### src/rtl/ethertype_extractor_pkg.sv
// Shared types and constants for the EtherType extraction tap.
package ethertype_extractor_pkg;

    localparam int unsigned BYTE_W     = 8;
    localparam int unsigned TYPE_W     = 16;
    localparam int unsigned CNT_W      = 3;
    localparam int unsigned VLAN_CNT_W = 2;

    localparam int unsigned ETH_ADDR_BYTES = 6;
    localparam int unsigned VLAN_TCI_BYTES = 2;

    localparam logic [TYPE_W-1:0] RUNT_TYPE   = 16'h05FF;
    localparam logic [TYPE_W-1:0] TPID_8021Q  = 16'h8100;
    localparam logic [TYPE_W-1:0] TPID_8021AD = 16'h88A8;

    typedef enum logic [2:0] {
        ST_DST     = 3'd0,
        ST_SRC     = 3'd1,
        ST_TYPE_HI = 3'd2,
        ST_TYPE_LO = 3'd3,
        ST_TCI     = 3'd4,
        ST_PAYLOAD = 3'd5
    } eth_hdr_state_t;

    // tuser marks a runt frame whose tdata is the guaranteed-invalid RUNT_TYPE
    typedef struct packed {
        logic              tvalid;
        logic [TYPE_W-1:0] tdata;
        logic              tuser;
    } packet_source_t;

endpackage

### src/rtl/ethertype_extractor.sv
// Passive header tap: walks the Ethernet header, skips VLAN tags and emits
// one EtherType/length record per frame (RUNT_TYPE for truncated headers).
module ethertype_extractor
    import ethertype_extractor_pkg::*;
#(
    parameter int unsigned       MAX_VLAN_TAGS = 2,
    parameter logic [TYPE_W-1:0] VLAN_TPID_A   = TPID_8021Q,
    parameter logic [TYPE_W-1:0] VLAN_TPID_B   = TPID_8021AD
) (
    input  logic                  clk,
    input  logic                  reset,
    input  logic [BYTE_W-1:0]     in_tdata,
    input  logic                  in_tvalid,
    input  logic                  in_tready,
    input  logic                  in_tlast,
    output packet_source_t        type_pkt,
    output logic [VLAN_CNT_W-1:0] vlan_count,
    output logic                  frame_active
);

    eth_hdr_state_t        state_q, state_d;
    logic [CNT_W-1:0]      byte_cnt_q, byte_cnt_d;
    logic [BYTE_W-1:0]     type_hi_q, type_hi_d;
    logic [VLAN_CNT_W-1:0] vlan_count_q, vlan_count_d;
    logic                  tvalid_q, tvalid_d;
    logic [TYPE_W-1:0]     tdata_q, tdata_d;
    logic                  tuser_q, tuser_d;
    logic                  frame_active_q, frame_active_d;

    logic                  accept;
    logic [TYPE_W-1:0]     type_word;
    logic                  is_tpid;
    logic                  tag_room;
    logic                  emit_type;
    logic                  take_tag;

    assign accept    = in_tvalid && in_tready;
    assign type_word = {type_hi_q, in_tdata};
    assign is_tpid   = (type_word == VLAN_TPID_A) || (type_word == VLAN_TPID_B);
    assign tag_room  = 32'(vlan_count_q) < MAX_VLAN_TAGS;

    always_ff @(posedge clk or negedge reset) begin
        if (!reset) begin
            state_q        <= ST_DST;
            byte_cnt_q     <= '0;
            type_hi_q      <= '0;
            vlan_count_q   <= '0;
            tvalid_q       <= 1'b0;
            tdata_q        <= '0;
            tuser_q        <= 1'b0;
            frame_active_q <= 1'b0;
        end else begin
            state_q        <= state_d;
            byte_cnt_q     <= byte_cnt_d;
            type_hi_q      <= type_hi_d;
            vlan_count_q   <= vlan_count_d;
            tvalid_q       <= tvalid_d;
            tdata_q        <= tdata_d;
            tuser_q        <= tuser_d;
            frame_active_q <= frame_active_d;
        end
    end

    // Header walk; everything holds unless a beat is accepted
    always_comb begin
        state_d        = state_q;
        byte_cnt_d     = byte_cnt_q;
        type_hi_d      = type_hi_q;
        vlan_count_d   = vlan_count_q;
        tvalid_d       = 1'b0;
        tdata_d        = tdata_q;
        tuser_d        = tuser_q;
        frame_active_d = frame_active_q;
        emit_type      = 1'b0;
        take_tag       = 1'b0;

        if (accept) begin
            frame_active_d = !in_tlast;
            if (!frame_active_q) begin
                vlan_count_d = '0;
            end

            case (state_q)
                ST_DST: begin
                    if (byte_cnt_q == CNT_W'(ETH_ADDR_BYTES - 1)) begin
                        state_d    = ST_SRC;
                        byte_cnt_d = '0;
                    end else begin
                        byte_cnt_d = byte_cnt_q + CNT_W'(1);
                    end
                end
                ST_SRC: begin
                    if (byte_cnt_q == CNT_W'(ETH_ADDR_BYTES - 1)) begin
                        state_d    = ST_TYPE_HI;
                        byte_cnt_d = '0;
                    end else begin
                        byte_cnt_d = byte_cnt_q + CNT_W'(1);
                    end
                end
                ST_TYPE_HI: begin
                    type_hi_d  = in_tdata;
                    state_d    = ST_TYPE_LO;
                    byte_cnt_d = '0;
                end
                ST_TYPE_LO: begin
                    if (is_tpid && tag_room) begin
                        take_tag = 1'b1;
                    end else begin
                        emit_type = 1'b1;
                    end
                end
                ST_TCI: begin
                    if (byte_cnt_q == CNT_W'(VLAN_TCI_BYTES - 1)) begin
                        state_d    = ST_TYPE_HI;
                        byte_cnt_d = '0;
                    end else begin
                        byte_cnt_d = byte_cnt_q + CNT_W'(1);
                    end
                end
                ST_PAYLOAD: begin
                    byte_cnt_d = '0;
                end
                default: begin
                    state_d    = ST_DST;
                    byte_cnt_d = '0;
                end
            endcase

            if (take_tag && !in_tlast) begin
                vlan_count_d = vlan_count_q + VLAN_CNT_W'(1);
                state_d      = ST_TCI;
                byte_cnt_d   = '0;
            end

            if (emit_type) begin
                tvalid_d   = 1'b1;
                tdata_d    = type_word;
                tuser_d    = 1'b0;
                state_d    = ST_PAYLOAD;
                byte_cnt_d = '0;
            end

            // Any frame end returns to DST; a truncated header reports a runt
            if (in_tlast) begin
                state_d    = ST_DST;
                byte_cnt_d = '0;
                if (state_q != ST_PAYLOAD && !emit_type) begin
                    tvalid_d = 1'b1;
                    tdata_d  = RUNT_TYPE;
                    tuser_d  = 1'b1;
                end
            end
        end
    end

    assign type_pkt.tvalid = tvalid_q;
    assign type_pkt.tdata  = tdata_q;
    assign type_pkt.tuser  = tuser_q;
    assign vlan_count      = vlan_count_q;
    assign frame_active    = frame_active_q;

endmodule

### config.mk
export PLATFORM = sky130hd
export DESIGN_NAME = ethertype_extractor
export DESIGN_NICKNAME = d
export VERILOG_FILES = /design/src/rtl/ethertype_extractor_pkg.sv /design/src/rtl/ethertype_extractor.sv
export SDC_FILE = /design/constraint.sdc
export NUM_CORES = 1
export LEC_CHECK = 0
export BUFFER_PORTS_ARGS = -buffer_cell sky130_fd_sc_hd__buf_2
export CAP_MARGIN = 25
export CORE_MARGIN = 1.5
export CORE_UTILIZATION = 47
export DETAILED_ROUTE_END_ITERATION = 7
export GPL_TIMING_DRIVEN = 0
export PLACE_DENSITY = 0.7
export SETUP_SLACK_MARGIN = 0.2
export SYNTH_ARGS = -nofsm -noshare
export SYNTH_HDL_FRONTEND = slang
export SYNTH_SLANG_ARGS = --single-unit
### constraint.sdc
create_clock -name clk -period 1.9 [get_ports clk]
set_input_delay 0.19 -clock clk [delete_from_list [all_inputs] [get_ports clk]]
set_output_delay 0.19 -clock clk [all_outputs]
set_load 0.02 [all_outputs]
After elaboration in Yosys (flattened, before gate mapping). Cells that the tools add are included.

Register bits: 35. Logic and storage cells: 72.

$add $sub $neg: 2. Order comparisons: 1. Equality and inequality tests: 16. Muxes and demuxes: 31. Reduce and logical (&&, ||, !) cells: 14.

Operator list (count): 16-bit two-way mux (3); 3-bit two-way mux (11); 16-bit == test, second input constant (2); 5-bit inequality test, second input constant (3); 3-bit case mux with 5 select lines (1); 1-bit two-way mux (13); 3-bit == test, second input constant (3); 3-bit case mux with 3 select lines (1); 3-bit by 1-bit == test with 1-bit output, second input constant (2); 3-bit by 2-bit == test with 1-bit output, second input constant (2); 2-bit AND reduction (3); 5-bit AND reduction (1); 1-bit logical AND (4); 2-bit two-way mux (2); 4-bit by 1-bit inequality test with 1-bit output, second input constant (1); 4-bit inequality test, second input constant (1); 2-bit OR reduction (2); 3-bit by 1-bit adder with 3-bit output, second input constant (1); 3-bit zero test (1); 3-bit inequality test, second input constant (1); 2-bit by 1-bit adder with 2-bit output, second input constant (1); 1-bit zero test (2); 2-bit less-than comparator, second input constant (1); 2-bit by 1-bit inequality test with 1-bit output, second input constant (1); 1-bit logical OR (1).

Longest topological paths before layout. Gate-level depths: netlist of run 1.

Depth in word-level cells: 11. Gate-level depth with buffers: 7.

Worst setup path after synthesis of run 1. No wires, ideal clock.

Path kind: register to register. Start point: register vlan_count_q[1] (netlist: vlan_count[1]). End point: register tdata_q[11]. Arrival: 1.526 ns. Required time: 1.821 ns. Setup slack: 0.294 ns. Stages on the path, launching flop included: 8. Clock period less this slack: 1.606 ns. Cells stage by stage: dfrtp_1 nor4b_1 nand3_1 a21oi_4 or3_1 buf_6 buf_12 mux2i_1.

Word-level cells in the longest chain between the ends: 9.

RTL lines: from (decl) (RTL line ethertype_extractor.sv:24) `logic [VLAN_CNT_W-1:0] vlan_count_q, vlan_count_d;`; from (signal assigned) (RTL line ethertype_extractor.sv:56) `vlan_count_q <= vlan_count_d;`; 2-bit less-than comparator (*) (RTL line ethertype_extractor.sv:40) `assign tag_room = 32'(vlan_count_q) < MAX_VLAN_TAGS;`; 1-bit logical AND (*) (RTL line ethertype_extractor.sv:106) `if (is_tpid && tag_room) begin`; 1-bit two-way mux (*) (RTL line ethertype_extractor.sv:106); 1-bit two-way mux (*) (RTL line ethertype_extractor.sv:83) `case (state_q)`; 1-bit two-way mux (*) (RTL line ethertype_extractor.sv:77) `if (accept) begin`; 1-bit zero test (RTL line ethertype_extractor.sv:147) `if (state_q != ST_PAYLOAD && !emit_type) begin`; 1-bit logical AND (RTL line ethertype_extractor.sv:147); 16-bit two-way mux (RTL line ethertype_extractor.sv:147); 16-bit two-way mux (*) (RTL line ethertype_extractor.sv:144) `if (in_tlast) begin`; to (signal assigned) (RTL line ethertype_extractor.sv:58) `tdata_q <= tdata_d;`; to (decl) (RTL line ethertype_extractor.sv:26) `logic [TYPE_W-1:0] tdata_q, tdata_d;`.

Mark *: on every way between the ends. The rest lies on a longest branch, timed or not. The select of a mux whose other input is x is not followed. A chain may end at the register's enable or synchronous reset.

Final worst setup path of run 1.
Start point: register type_hi_q[6]. End point: register tdata_q[7].

Word-level cells in the longest chain between the ends: 10.

RTL lines: from (decl) (RTL line ethertype_extractor.sv:23) `logic [BYTE_W-1:0] type_hi_q, type_hi_d;`; from (signal assigned) (RTL line ethertype_extractor.sv:55) `type_hi_q <= type_hi_d;`; 16-bit == test (RTL line ethertype_extractor.sv:39) `assign is_tpid = (type_word == VLAN_TPID_A) || (type_word == VLAN_TPID_B);`; 1-bit logical OR (*) (RTL line ethertype_extractor.sv:39); 1-bit logical AND (*) (RTL line ethertype_extractor.sv:106); 1-bit two-way mux (*) (RTL line ethertype_extractor.sv:106); 1-bit two-way mux (*) (RTL line ethertype_extractor.sv:83); 1-bit two-way mux (*) (RTL line ethertype_extractor.sv:77); 1-bit zero test (RTL line ethertype_extractor.sv:147); 1-bit logical AND (RTL line ethertype_extractor.sv:147); 16-bit two-way mux (RTL line ethertype_extractor.sv:147); 16-bit two-way mux (*) (RTL line ethertype_extractor.sv:144).

Marked as above.

==> results of run 1 <==
==> how the worst max path moves through the flow <==
stage | from | end | slack [ns]
floorplan | vlan_count[1]$_DFFE_PN0P_ | tdata_q[11]$_DFFE_PN0P_ | 0.29
global placement | state_q[2]$_DFFE_PN0P_ | tdata_q[6]$_DFFE_PN0P_ | 0.11
detailed placement | state_q[2]$_DFFE_PN0P_ | tdata_q[6]$_DFFE_PN0P_ | 0.04
CTS | state_q[2]$_DFFE_PN0P_ | tdata_q[6]$_DFFE_PN0P_ | 0.20
global route | type_hi_q[6]$_DFFE_PN0P_ | tdata_q[6]$_DFFE_PN0P_ | 0.11
finish | type_hi_q[6]$_DFFE_PN0P_ | tdata_q[7]$_DFFE_PN0P_ | 0.19
==> final cells by class <==
| type | count | share of cell area, % |
|---|---|---|
| inverter | 13 | 2.465 |
| timing repair buffer | 39 | 10.81 |
| sequential | 35 | 44.31 |
| clock buffer | 7 | 3.287 |
| buffer | 8 | 3.603 |
| clock inverter | 1 | 0.3793 |
| tap | 44 | 2.781 |
| multi-input combinational | 92 | 32.36 |
==> cells by family after synthesis <==
| logic type | after synthesis |
|---|---|
| buffers and inverters | 21 |
| AOI/OAI and AO/OA | 33 |
| DFF | 35 |
| muxes | 8 |
| adders and majority gates | 2 |
| and+or+nand+nor | 49 |
==> layer usage <==
metal | part of all wire (%) | wire (µm)
met1 | 42 | 1473
met2 | 52 | 1829
met3 | 4.7 | 166
met4 | 1.7 | 61
met5 | 0 | 0
==> cell usage after synthesis <==
| cell type | n |
|---|---|
| sky130_fd_sc_hd__nor2b_1 | 4 |
| sky130_fd_sc_hd__nor2_1 | 4 |
| sky130_fd_sc_hd__nor3_2 | 1 |
| sky130_fd_sc_hd__nor3b_1 | 1 |
| sky130_fd_sc_hd__nand2_1 | 20 |
| sky130_fd_sc_hd__nor4_2 | 1 |
| sky130_fd_sc_hd__nand3b_1 | 2 |
| sky130_fd_sc_hd__a31o_2 | 1 |
| sky130_fd_sc_hd__clkbuf_1 | 2 |
| sky130_fd_sc_hd__nor3_1 | 2 |
| sky130_fd_sc_hd__o22ai_1 | 2 |
| sky130_fd_sc_hd__nand3_1 | 5 |
| sky130_fd_sc_hd__buf_2 | 2 |
| sky130_fd_sc_hd__inv_2 | 2 |
| sky130_fd_sc_hd__buf_4 | 2 |
| sky130_fd_sc_hd__nor4b_1 | 1 |
| sky130_fd_sc_hd__buf_6 | 1 |
| sky130_fd_sc_hd__mux2i_1 | 6 |
| sky130_fd_sc_hd__buf_12 | 1 |
| sky130_fd_sc_hd__a21boi_1 | 1 |
| sky130_fd_sc_hd__dfrtp_1 | 35 |
| sky130_fd_sc_hd__o211ai_1 | 1 |
| sky130_fd_sc_hd__o21ai_1 | 2 |
| sky130_fd_sc_hd__or3_4 | 1 |
| sky130_fd_sc_hd__a21oi_4 | 1 |
| sky130_fd_sc_hd__inv_1 | 11 |
| sky130_fd_sc_hd__nor4_1 | 2 |
| sky130_fd_sc_hd__mux2_2 | 2 |
| sky130_fd_sc_hd__o21ai_0 | 13 |
| sky130_fd_sc_hd__or3_1 | 1 |
| sky130_fd_sc_hd__nand4_1 | 2 |
| sky130_fd_sc_hd__ha_1 | 2 |
| sky130_fd_sc_hd__nand4bb_1 | 1 |
| sky130_fd_sc_hd__and2_1 | 1 |
| sky130_fd_sc_hd__o22a_1 | 11 |
| sky130_fd_sc_hd__a21oi_1 | 1 |
==> critical path, delay by kind of cell (launching register included) <==
family	cells	cell delay [ns]
compound gates	3	0.44
buf+inv	2	0.31
flops	1	0.40
simple gates	2	0.45
==> metrics by stage <==
stage / util [%] / instance area, µm² / setup slack, ns
final: 63.28 / 1979 / 0.1908
after global routing: 63.28 / 1979 / 0.1100
after CTS: 61.80 / 1933 / 0.2001
after detailed placement: 57.84 / 1809 / 0.04202
after global placement: 57.84 / 1809 / 0.1078
after floorplan: - / 1589 / 0.2943
==> registers in the layout, summed over array words and instances, names as in the netlist <==
| name | count |
|---|---|
| tdata_q | 16 |
| type_hi_q | 8 |
| byte_cnt_q | 3 |
| state_q | 3 |
| vlan_count | 2 |
| frame_active | 1 |
| tuser_q | 1 |
| tvalid_q | 1 |
==> report_power, final <==
part / internal, W / switching, W / leakage (nW)
clock: 0.000216 / 0.000252 / 0.0375
sequential: 0.00100 / 0.000179 / 0.414
combinational: 0.000385 / 0.000506 / 0.464
total: 0.00160 / 0.000937 / 0.915
==> repair_timing <==
item / in CTS / in global routing
pin swaps: 2 / 1
endpoints found under the hold margin: 35 / 0
resized for setup: 5 / 8
setup buffers: 2 / 2
hold buffers: 1 / 0
setup endpoints to repair: 20 / 21
gates cloned: 0 / 1
==> impl_summary.md, run 1 <==
Status
The flow ran to the end, and the final reports show no timing, DRC or antenna violations.

Global routing
The first global-routing pass estimated 5.513 mm of wire. The total routing resource utilization after global routing is 21.09%. The met2 usage is 36.63%. The initial antenna violation count is 0. The overflow left after global routing is 0. met2 is the most crowded layer.

Global routing used 5.882% of the available met3 tracks. The largest net degree at the start of global routing is 36. The via count of the first global-routing pass is 1231. For this run, global-route usage on met1 was measured as 23.92%.

Worst setup path
The number of cell instances on the worst register-to-register path is 7. The signal on the critical path passes through nor4b_2 -> nand3_1 -> a21oi_4 -> buf_4 -> o21ai_4 -> buf_2 -> o22a_1. The slowest cell on the critical path is sky130_fd_sc_hd__dfrtp_1. For the worst setup path, the data required time is 2.15 ns. The destination of the worst register-to-register timing path is tdata_q[7]$_DFFE_PN0P_.

Data arrives at the worst endpoint at 1.96 ns. The critical path launch point type is a flip-flop. The setup slack of the most critical reg-to-reg path is 0.19 ns. The worst setup path is of the flip-flop to flip-flop kind. The largest fanout on the critical path is 5. STA classifies the critical path endpoint as a flip-flop. The critical path's largest stage delay is 0.40 ns. The beginning of the worst register-to-register path is type_hi_q[6]$_DFFE_PN0P_.

Logic synthesis
The simple-gate share of the synthesized area is 16.61%. The number of different library cells used by synthesis comes to 36. The compound-gate portion of the synthesized area is 14.41%. The synthesized instance count is 148.

The post-synthesis register bit count is 35. A synthesized cell averages 10.74 µm². The post-synthesis adder-cell area fraction is 1.575%. The synthesized design devotes to its leading area cell type 55.12% of total area.

Summed over all instances, the cell type with the most area after synthesis is sky130_fd_sc_hd__dfrtp_1. The proportion of synthesized area in mux cells is 5.197%. Of the total synthesized cell area, the portion taken by XOR and XNOR cells is 0%. The number of nets in the synthesized netlist is 163.

Sequential elements use 55.12% of the synthesized area. Ranked by total cell area, the synthesized netlist is headed by sky130_fd_sc_hd__dfrtp_1 (55%), sky130_fd_sc_hd__o22a_1 (6.1%), sky130_fd_sc_hd__nand2_1 (4.7%). The combinational family with the most area after synthesis is simple AND/OR/NAND/NOR gates. For this run, the number of Yosys warnings is 0.

After synthesis the cells add up to 0.001589 mm².

Min path
The worst hold path terminates at type_hi_q[6]$_DFFE_PN0P_. In this run the most critical hold path is launched from in_tdata[6]. The cell count of the worst hold path is 3. The tightest min-delay check is of the primary input to flip-flop type.

Route
The total wire length is 3.531 mm. The average detailed-routed wire length per instance is 14.77 µm. The routed via count divided by cell count is 5.322. The detail route stage leaves a number of antenna-violating nets equal to 0. Across all layers, the routed design uses 1272 vias. The detailed-route DRC error count is 0.

The number of optimization iterations in the first detailed-route pass is 4. After the first detailed-routing iteration, the DRC count stood at 68.

Floorplanning
The die is 61.15 µm tall. The die is 61.15 µm wide. 34 I/O pins were placed. After floorplanning, the core was divided into 20 placement rows. The effective utilization at floorplan is 50.80%. The core area is 0.003128 mm². The die covers 0.003739 mm².

Power and ir drop
The worst-case IR drop observed on VDD is 0.5086 mV. The analysis attributes to cell leakage a power of 0.9147 nW. The total power is 0.002540 W.

Dividing total power by cell area gives a power density of 1283 mW/mm².

Clocking
Clock tree synthesis found a total of 35 sinks. The number of levels in the clock H-tree is 2. In this run, CTS created clock tree buffers numbering 5. The number of buffers between clock root and the deepest sink is 2. The clock latency of the later-clocked register in the worst-skew pair is 0.35 ns. The TritonCTS clock tree is built. The root buffer cell is sky130_fd_sc_hd__clkbuf_4.

After clock tree synthesis, the clock-pin slew on the worst setup and hold paths is 0.11 ns.

STA
The transition time at the pin with the least slew margin is 0.7717 ns. The clock period could shrink to 1.709 ns. Setup repair after global routing could not meet its margin everywhere. The max-slew violation count is 0.

Setup violations remaining at the end of the flow were counted as 0. After layout, the worst path uses 89.96% of the clock period. Headroom to the max-slew limit came out at 48.55%. The total negative slack for setup checks is 0 ns. Across the routed clock network, the largest skew measured is 0.01053 ns. The number of endpoints with negative hold slack in the final report is 0.

The worst-case hold slack is 0.07564 ns. The maximum achievable frequency is 585.1 MHz.

Placement
The total of buffers placed on input and output ports is 33. The number of placed instances, taps included, is 225. The global placement routability congestion is 0.7859. The post-detailed-placement half-perimeter wirelength is 2.488 mm.

Layout
The area growth from synthesis to layout is 24.57%. The number of diodes added for antenna fixing is 0. The sequential cell area is 877.1 µm². The count of cells in the finished layout, fillers not included, comes to 239.

The number of nets in the finished design is 209. Leaving out fill and tap cells, the most frequent cells in the layout are sky130_fd_sc_hd__buf_2 (35), sky130_fd_sc_hd__dfrtp_1 (34), sky130_fd_sc_hd__nand2_1 (20), sky130_fd_sc_hd__o21ai_0 (13). The library cell used most frequently in the layout, excluding fill and tap cells, is sky130_fd_sc_hd__buf_2. Fill cells in the final layout number 271. In the final layout, the share of cells above drive strength 1 is 34.87%. The multi-input logic area is 640.6 µm².

Flow run
The tool flagged a number of max-cap violations equal to 0.
(Power assumes the default switching activity.)
==> inputs of run 2 (changes only) <==
==> constraint.sdc (replaced) <==
create_clock -name clk -period 2.1 [get_ports clk]
set_input_delay 0.21 -clock clk [delete_from_list [all_inputs] [get_ports clk]]
set_output_delay 0.21 -clock clk [all_outputs]
set_load 0.02 [all_outputs]
==> impl_summary.md, run 2 (same netlist as run 1, synthesis figures left out) <==
Route
The average detailed-routed wire length per instance is 14.54 µm (-1.6%). The routed via count divided by cell count is 5.268 (-1.0%). The number of antenna-violating nets in the routed design is 0 (unchanged).

The via total after detailed routing is 1238 (-2.7%). The total wire length came to 3.417 mm (-3.2%). The number of optimization iterations in the first detailed-route pass is 4 (unchanged). The detailed router's first-iteration violation count is 39 (-43%). The detailed-route DRC error count was 0 (unchanged).

Flow run
The count of max-cap constraint violations is 0 (unchanged).

Global routing
The initial antenna violation count is 0 (unchanged). The total routing resource utilization after global routing is 20.74% (-0.35 points). The largest net degree at the start of global routing came to 36 (unchanged).

The overflow left after global routing is 0 (unchanged). The global-route wire length before repair is 5.444 mm (-1.3%). The via count of the first global-routing pass is 1215 (-1.3%).

Clocking
The number of buffers inserted during clock tree synthesis was 5 (unchanged). The register clock-pin slew on the reported worst setup and hold paths was 0.11 ns (about the same). The number of buffers between clock root and the deepest sink is 2 (unchanged).

The number of clock sinks seen by CTS is 35 (unchanged). The TritonCTS clock tree is built. The root buffer cell is sky130_fd_sc_hd__clkbuf_4.

The clock latency of the later-clocked register in the worst-skew pair is 0.35 ns (about the same). The number of levels in the clock H-tree is 2 (unchanged).

Status
The run finished with clean final reports.

STA
The transition time at the pin with the least slew margin came to 0.7776 ns (+0.005943 ns). The number of failing setup endpoints in the final timing report was 0 (unchanged). Setup repair after global routing left no endpoint under its margin. The tightest slew margin relative to the limit came to 48.16% (-0.40 points). The clock period minus worst slack is 1.734 ns (+0.02440 ns). The final worst-path cycle share is 82.55% (-7.4 points).

The clock skew came to 0.009944 ns (-0.0005835 ns). The number of endpoints with negative hold slack in the final report is 0 (unchanged). The total negative slack for setup checks is 0 ns (unchanged). The max-slew violation count is 0 (unchanged). The maximum achievable frequency is 576.8 MHz (-1.4%).

Layout
The layout overhead on the synthesized area is 21.18%. The largest registers in the layout are tdata_q (16), type_hi_q (8). The top cell types in the final layout, fill and taps aside, are sky130_fd_sc_hd__dfrtp_1 (35), sky130_fd_sc_hd__buf_2 (34), sky130_fd_sc_hd__nand2_1 (20), sky130_fd_sc_hd__o21ai_0 (13).

The most common cell after layout, fill and taps aside is sky130_fd_sc_hd__dfrtp_1. The flip-flop count of the largest register after layout came to 16 (unchanged). The layout cell share with drive strength beyond 1 is 31.41% (-3.5 points). More flip-flops sit in one register than any other, and that register is tdata_q. The final design instance area without fill came to 0.001926 mm² (-2.7%).

The number of diodes added for antenna fixing is 0 (unchanged). The number of nets in the finished design is 205 (-1.9%).

Placement
The cell area reported after detailed placement is 0.001809 mm² (unchanged). The global placement routability congestion is 0.7859 (unchanged). The total of buffers placed on input and output ports is 33 (unchanged). The post-detailed-placement half-perimeter wirelength came to 2.488 mm (unchanged).

Power and ir drop
The power density over the cells is 1181 mW/mm² (-8.0%). The maximum resistive drop on vdd is 0.4578 mV (-10%). The leakage power figure is 0.8865 nW (-3.1%).

Worst setup path
STA classifies the critical path startpoint as a flip-flop. The largest fanout on the critical path is 10 (+5). The critical path data required time is 2.38 ns (+0.23 ns). The signal on the critical path passes through nand3b_1 -> nor3_2 -> inv_1 -> o21ai_2 -> clkbuf_4 -> o22a_1.

On the critical path, the stage with the largest delay is an instance of sky130_fd_sc_hd__dfrtp_1. The critical path's largest stage delay is 0.51 ns (+0.11 ns). STA classifies the critical path endpoint as a flip-flop. The type of the worst setup path is flip-flop to flip-flop.

The arrival time of the worst setup path is 2.02 ns (+0.06 ns).

Floorplanning
The core area is 0.003128 mm² (unchanged). The I/O pin total came to 34 (unchanged). The effective utilization at floorplan is 50.80% (unchanged). The full die area was 0.003739 mm² (unchanged). The die height is 61.15 µm (unchanged). The width of the die came to 61.15 µm (unchanged). The number of standard-cell rows in the floorplan is 20 (unchanged).

Min path
In this run the worst hold path is classified as primary input to flip-flop.
run 2: final timing paths:
path                                        startpoint                        to  slack (ns)  cells after the start
worst max-delay path            state_q[2]$_DFFE_PN0P_    tdata_q[6]$_DFFE_PN0P_        0.37                      6
min in group asynchronous                        reset  type_hi_q[6]$_DFFE_PN0P_        0.47                      2
worst min-delay path                       in_tdata[6]  type_hi_q[6]$_DFFE_PN0P_        0.10                      3
worst max register to register  state_q[2]$_DFFE_PN0P_    tdata_q[6]$_DFFE_PN0P_        0.37                      6
max in group asynchronous                        reset  frame_active$_DFFE_PN0P_        1.14                      2
worst min register to register  tdata_q[2]$_DFFE_PN0P_    tdata_q[2]$_DFFE_PN0P_        0.52                      1
run 2: critical path, delay by kind of cell, from the launching register on:
kind / cells / cell delay [ns]
AOI/OAI and AO/OA: 2 / 0.38
buffers and inverters: 2 / 0.35
DFF: 1 / 0.51
and+or+nand+nor: 2 / 0.42
run 2: what timing repair did:
item | 4_1_cts | 5_1_grt
endpoints found under the hold margin | 35 | 0
buffers inserted | 0 | 1
cloned | 0 | 0
endpoints found under the setup margin | 1 | 17
hold buffers | 1 | 0
gates resized for setup | 1 | 4
run 2: routing by layer:
metal / share of wire (%) / routed length (µm) / vias to the layer above / track usage, %
met5: 0 / 0 / - / 0
met3: 4.2 / 143 / 7 / 5.882
met4: 1.9 / 65 / 0 / 9.006
li1: - / - / 599 / -
met1: 44 / 1491 / 598 / 23.78
met2: 50 / 1716 / 34 / 36.02
run 2: cell type report:
| cell class | count | area [µm²] |
|---|---|---|
| multi-input cells | 92 | 624.3 |
| plain buffers | 8 | 66.31 |
| inverters | 13 | 48.80 |
| flip-flops and latches | 35 | 875.8 |
| well taps | 44 | 55.05 |
| fillers | 278 | 1202 |
| repair buffers | 35 | 182.7 |
| clock buffers | 7 | 65.06 |
| clock inverters | 1 | 7.507 |
run 2: stage by stage:
stage	hold WS, ns	power [W]	std cells	setup slack (ns)	util (%)
detailed placement	0.3277	0.001848	225	0.2420	57.84
global placement	0.3190	0.001803	225	0.3078	57.84
CTS	0.08382	0.002272	234	0.2426	60.64
global route	0.07381	0.002432	235	0.2232	61.56
floorplan	-0.08559	0.001587	148	0.4943	-
finish	0.1017	0.002273	235	0.3664	61.56
run 2: where the power goes:
group	switching, W	internal (W)
Combinational	0.000447	0.000334
Clock	0.000226	0.000196
Sequential	0.000165	0.000906
Total	0.000838	0.00144
==> inputs of run 3 (changes only) <==
--- a/config.mk
+++ b/config.mk
@@ -5,13 +5,14 @@
 export SDC_FILE = /design/constraint.sdc
 export NUM_CORES = 1
 export LEC_CHECK = 0
+export ABC_AREA = 1
 export BUFFER_PORTS_ARGS = -buffer_cell sky130_fd_sc_hd__buf_2
 export CAP_MARGIN = 25
 export CORE_MARGIN = 1.5
 export CORE_UTILIZATION = 47
 export DETAILED_ROUTE_END_ITERATION = 7
 export GPL_TIMING_DRIVEN = 0
-export PLACE_DENSITY = 0.7
+export PLACE_DENSITY = 0.73
 export SETUP_SLACK_MARGIN = 0.2
 export SYNTH_ARGS = -nofsm -noshare
 export SYNTH_HDL_FRONTEND = slang
==> constraint.sdc (replaced) <==
create_clock -name clk -period 1.58 [get_ports clk]
set_input_delay 0.158 -clock clk [delete_from_list [all_inputs] [get_ports clk]]
set_output_delay 0.158 -clock clk [all_outputs]
set_load 0.02 [all_outputs]
==> impl_summary.md, run 3 <==
Worst setup path
The critical path data required time is 1.81 ns (-0.57 ns). In this run the critical register-to-register path is launched from state_q[1]$_DFFE_PN0P_. STA classifies the critical path startpoint as a flip-flop. STA classifies the critical path endpoint as a flip-flop. The number of cell instances on the worst register-to-register path came to 7 (+1). The critical path in this run is classified as flip-flop to flip-flop. The arrival time of the worst setup path is 1.69 ns (-0.33 ns). The endpoint identified for the worst register-to-register timing path is tdata_q[3]$_DFFE_PN0P_. The setup slack of the most critical reg-to-reg path was 0.11 ns (-0.25 ns).

The largest fanout on the critical path came to 7 (-3).

Logic synthesis
The synthesized instance count came to 211 (+43%). The fraction of synthesized cell area taken by the top area cell type is 51.17% (-3.9 points). The number of nets in the synthesized netlist is 226 (+39%). The post-synthesis async set-or-reset flop share is 100.0% (unchanged). By area the synthesized netlist is led by sky130_fd_sc_hd__dfrtp_1 (51%), sky130_fd_sc_hd__nand2_1 (16%), sky130_fd_sc_hd__nand3_1 (5.8%). The sequential element share of the synthesized area is 51.17% (-3.9 points).

The synthesized area divided by synthesized cell count is 8.112 µm² (-24%). Sorting the synthesized cells by how often they occur yields sky130_fd_sc_hd__nand2_1 (75), sky130_fd_sc_hd__dfrtp_1 (35), sky130_fd_sc_hd__nand3_1 (20). The cell with the most instances after synthesis is sky130_fd_sc_hd__nand2_1. The number of distinct library cells after synthesis is 26 (-28%). The cell area after synthesis is 0.001712 mm² (+7.7%). The total of warnings raised by yosys is 0 (unchanged). The count of flip-flops with a built-in enable after synthesis is 0 (unchanged). The largest total area in the synthesized netlist belongs to sky130_fd_sc_hd__dfrtp_1. The most used flip-flop cell after synthesis is sky130_fd_sc_hd__dfrtp_1. The post-synthesis register bit count is 35 (unchanged).

Power and ir drop
The maximum resistive drop on vdd is 0.8495 mV (+86%). The power density over the cells is 1406 mW/mm² (+19%). The leakage power figure is 1.157 nW (+31%).

Layout
The final design instance area without fill came to 0.002308 mm² (+20%). The library cell used most frequently in the layout, excluding fill and tap cells, is sky130_fd_sc_hd__nand2_1. In the layout the commonest cells are sky130_fd_sc_hd__nand2_1 (62), sky130_fd_sc_hd__dfrtp_1 (33), sky130_fd_sc_hd__buf_2 (33), sky130_fd_sc_hd__nand3_1 (17), sky130_fd_sc_hd__buf_4 (16). The number of diodes added for antenna fixing is 0 (unchanged). The top register by number of flip-flops is tdata_q.

In the final layout, the registers with the most flip-flops are tdata_q (16), type_hi_q (8). The number of nets in the finished design is 284 (+39%). The layout cell share with drive strength beyond 1 is 40.00% (+8.6 points).

The flip-flop count of the largest register after layout is 16 (unchanged). The multi-input logic area is 837.1 µm² (+34%). The core occupancy in the finished layout is 67.58% (+6.0 points). The number of fill cells is 298 (+7.2%). From synthesis to final layout, the design area changed by 34.87%. The sequential cell area came to 878.3 µm² (+0.29%).

Clocking
The number of buffers between clock root and the deepest sink is 2 (unchanged). The clock latency of the later-clocked register in the worst-skew pair is 0.34 ns (about the same). The number of buffers inserted during clock tree synthesis is 5 (unchanged). The number of clock sinks seen by CTS came to 35 (unchanged).

The root buffer cell chosen for the clock tree is sky130_fd_sc_hd__clkbuf_4. The TritonCTS clock tree is built. The number of levels in the clock H-tree is 2 (unchanged). The register clock-pin slew on the reported worst setup and hold paths is 0.10 ns (about the same).

STA
The number of endpoints with negative hold slack in the final report came to 0 (unchanged). Setup repair after global routing could not meet its margin everywhere. The clock skew is 0.005015 ns (-0.004929 ns). The tightest slew margin relative to the limit is 48.67% (+0.51 points). The number of failing setup endpoints in the final timing report was 0 (unchanged). The maximum achievable frequency is 681.5 MHz (+18%). The transition time at the pin with the least slew margin is 0.7699 ns (-0.007705 ns).

The final worst-path cycle share came to 92.87% (+10 points). The smallest setup slack after layout came to 0.1127 ns (-0.2537 ns). The max-slew violation count came to 0 (unchanged).

The worst-case hold slack is 0.04957 ns (-0.05214 ns). The clock period minus worst slack was 1.467 ns (-0.2663 ns).

Route
The routed via count divided by cell count came to 4.994 (-5.2%). The detailed router's first-iteration violation count came to 77 (+97%). The number of antenna-violating nets in the routed design is 0 (unchanged).

The via total after detailed routing is 1578 (+27%). The number of optimization iterations in the first detailed-route pass is 4 (unchanged). The detailed-route DRC error count is 0 (unchanged). The average detailed-routed wire length per instance is 12.73 µm (-12%).

The total wire length came to 4.023 mm (+18%).

Flow run
The count of max-cap constraint violations is 0 (unchanged).

Global routing
The overflow left after global routing is 0 (unchanged). The via count of the first global-routing pass came to 1454 (+20%). The largest net degree at the start of global routing came to 36 (unchanged). The initial antenna violation count was 0 (unchanged). The global-route wire length before repair is 6.699 mm (+23%). The total routing resource utilization after global routing is 21.92% (+1.2 points).

Floorplanning
The number of standard-cell rows in the floorplan came to 21 (+5.0%). The die height is 63.35 µm (+3.6%). The core area is 0.003416 mm² (+9.2%). The effective utilization at floorplan was 50.11% (-0.69 points). The full die area is 0.004013 mm² (+7.3%).

The I/O pin total is 34 (unchanged). The width of the die was 63.35 µm (+3.6%).

Min path
The startpoint of the most critical hold path is in_tdata[1]. The type of the tightest min-delay check is primary input to flip-flop. The end point of the worst hold path is tdata_q[1]$_DFFE_PN0P_. The cell count of the worst hold path is 3 (unchanged).

Placement
The cell area reported after detailed placement came to 0.001979 mm² (+9.4%). The global placement routability congestion is 0.8099 (+3.1%). The post-detailed-placement half-perimeter wirelength is 2.636 mm (+6.0%). The post-placement worst setup slack is -0.03667 ns (-0.2787 ns).

The total of buffers placed on input and output ports is 33 (unchanged).

Status
The flow ran to the end, and the final reports show no timing, DRC or antenna violations.
-- run 3: layer usage --
layer / track usage, % / wire [µm] / vias to the layer above
li1: - / - / 789
met1: 29.33 / 1823 / 754
met2: 33.55 / 1986 / 30
met3: 5.893 / 164 / 5
met4: 9.511 / 48 / 0
met5: 0 / 0 / -
-- run 3: how the worst max path moves through the flow --
stage | start | endpoint
finish | state_q[1]$_DFFE_PN0P_ | tdata_q[3]$_DFFE_PN0P_
global route | state_q[1]$_DFFE_PN0P_ | tdata_q[6]$_DFFE_PN0P_
CTS | state_q[2]$_DFFE_PN0P_ | type_hi_q[5]$_DFFE_PN0P_
detailed placement | state_q[0]$_DFFE_PN0P_ | tdata_q[3]$_DFFE_PN0P_
global placement | in_tvalid | type_hi_q[6]$_DFFE_PN0P_
floorplan | state_q[0]$_DFFE_PN0P_ | tdata_q[0]$_DFFE_PN0P_
-- run 3: cell type report --
class                      count  area share, %
timing repair buffer          51          13.98
sequential                    35          38.05
buffer                         7          2.764
clock buffer                   8          2.981
tap                           46          2.493
multi-input combinational    149          36.26
inverter                      20          3.469
-- run 3: cells by family after synthesis --
| logic type | after synthesis | synth area share [%] |
|---|---|---|
| buf+inv | 27 | 6.797 |
| xor+xnor | 1 | 0.5118 |
| fa+ha+maj | 2 | 1.462 |
| compound gates | 17 | 5.482 |
| mux | 4 | 2.631 |
| flops | 35 | 51.17 |
| simple gates | 125 | 31.95 |
-- run 3: report_power, final --
group	internal (W)	switching (W)	total, W
clock	0.000262	0.000288	0.000549
sequential	0.00116	0.000215	0.00138
combinational	0.000579	0.000742	0.00132
-- run 3: critical path, cell delays in order, from the launching register on --
cell                      delay (ns)
sky130_fd_sc_hd__dfrtp_1        0.44
sky130_fd_sc_hd__inv_2          0.09
sky130_fd_sc_hd__nor3_4         0.20
sky130_fd_sc_hd__buf_12         0.15
sky130_fd_sc_hd__nand3_4        0.14
sky130_fd_sc_hd__buf_6          0.19
sky130_fd_sc_hd__nand2_1        0.05
sky130_fd_sc_hd__nand3_1        0.08
-- run 3: timing repair --
item / 4_1_cts / 5_1_grt
setup endpoints to repair: 31 / 34
endpoints found under the hold margin: 35 / 0
pin swaps: 6 / 16
hold buffers: 1 / 0
resized for setup: 12 / 26
setup buffers: 11 / 5
cloned: 1 / 0
-- run 3: per-stage QoR --
stage | power, W | std cells | setup TNS [ns]
detailed placement | 0.002408 | 290 | -0.2495
global route | 0.003464 | 316 | 0
global placement | 0.002377 | 290 | -0.3187
CTS | 0.003069 | 311 | 0
finish | 0.003246 | 316 | 0
floorplan | 0.002103 | 211 | 0
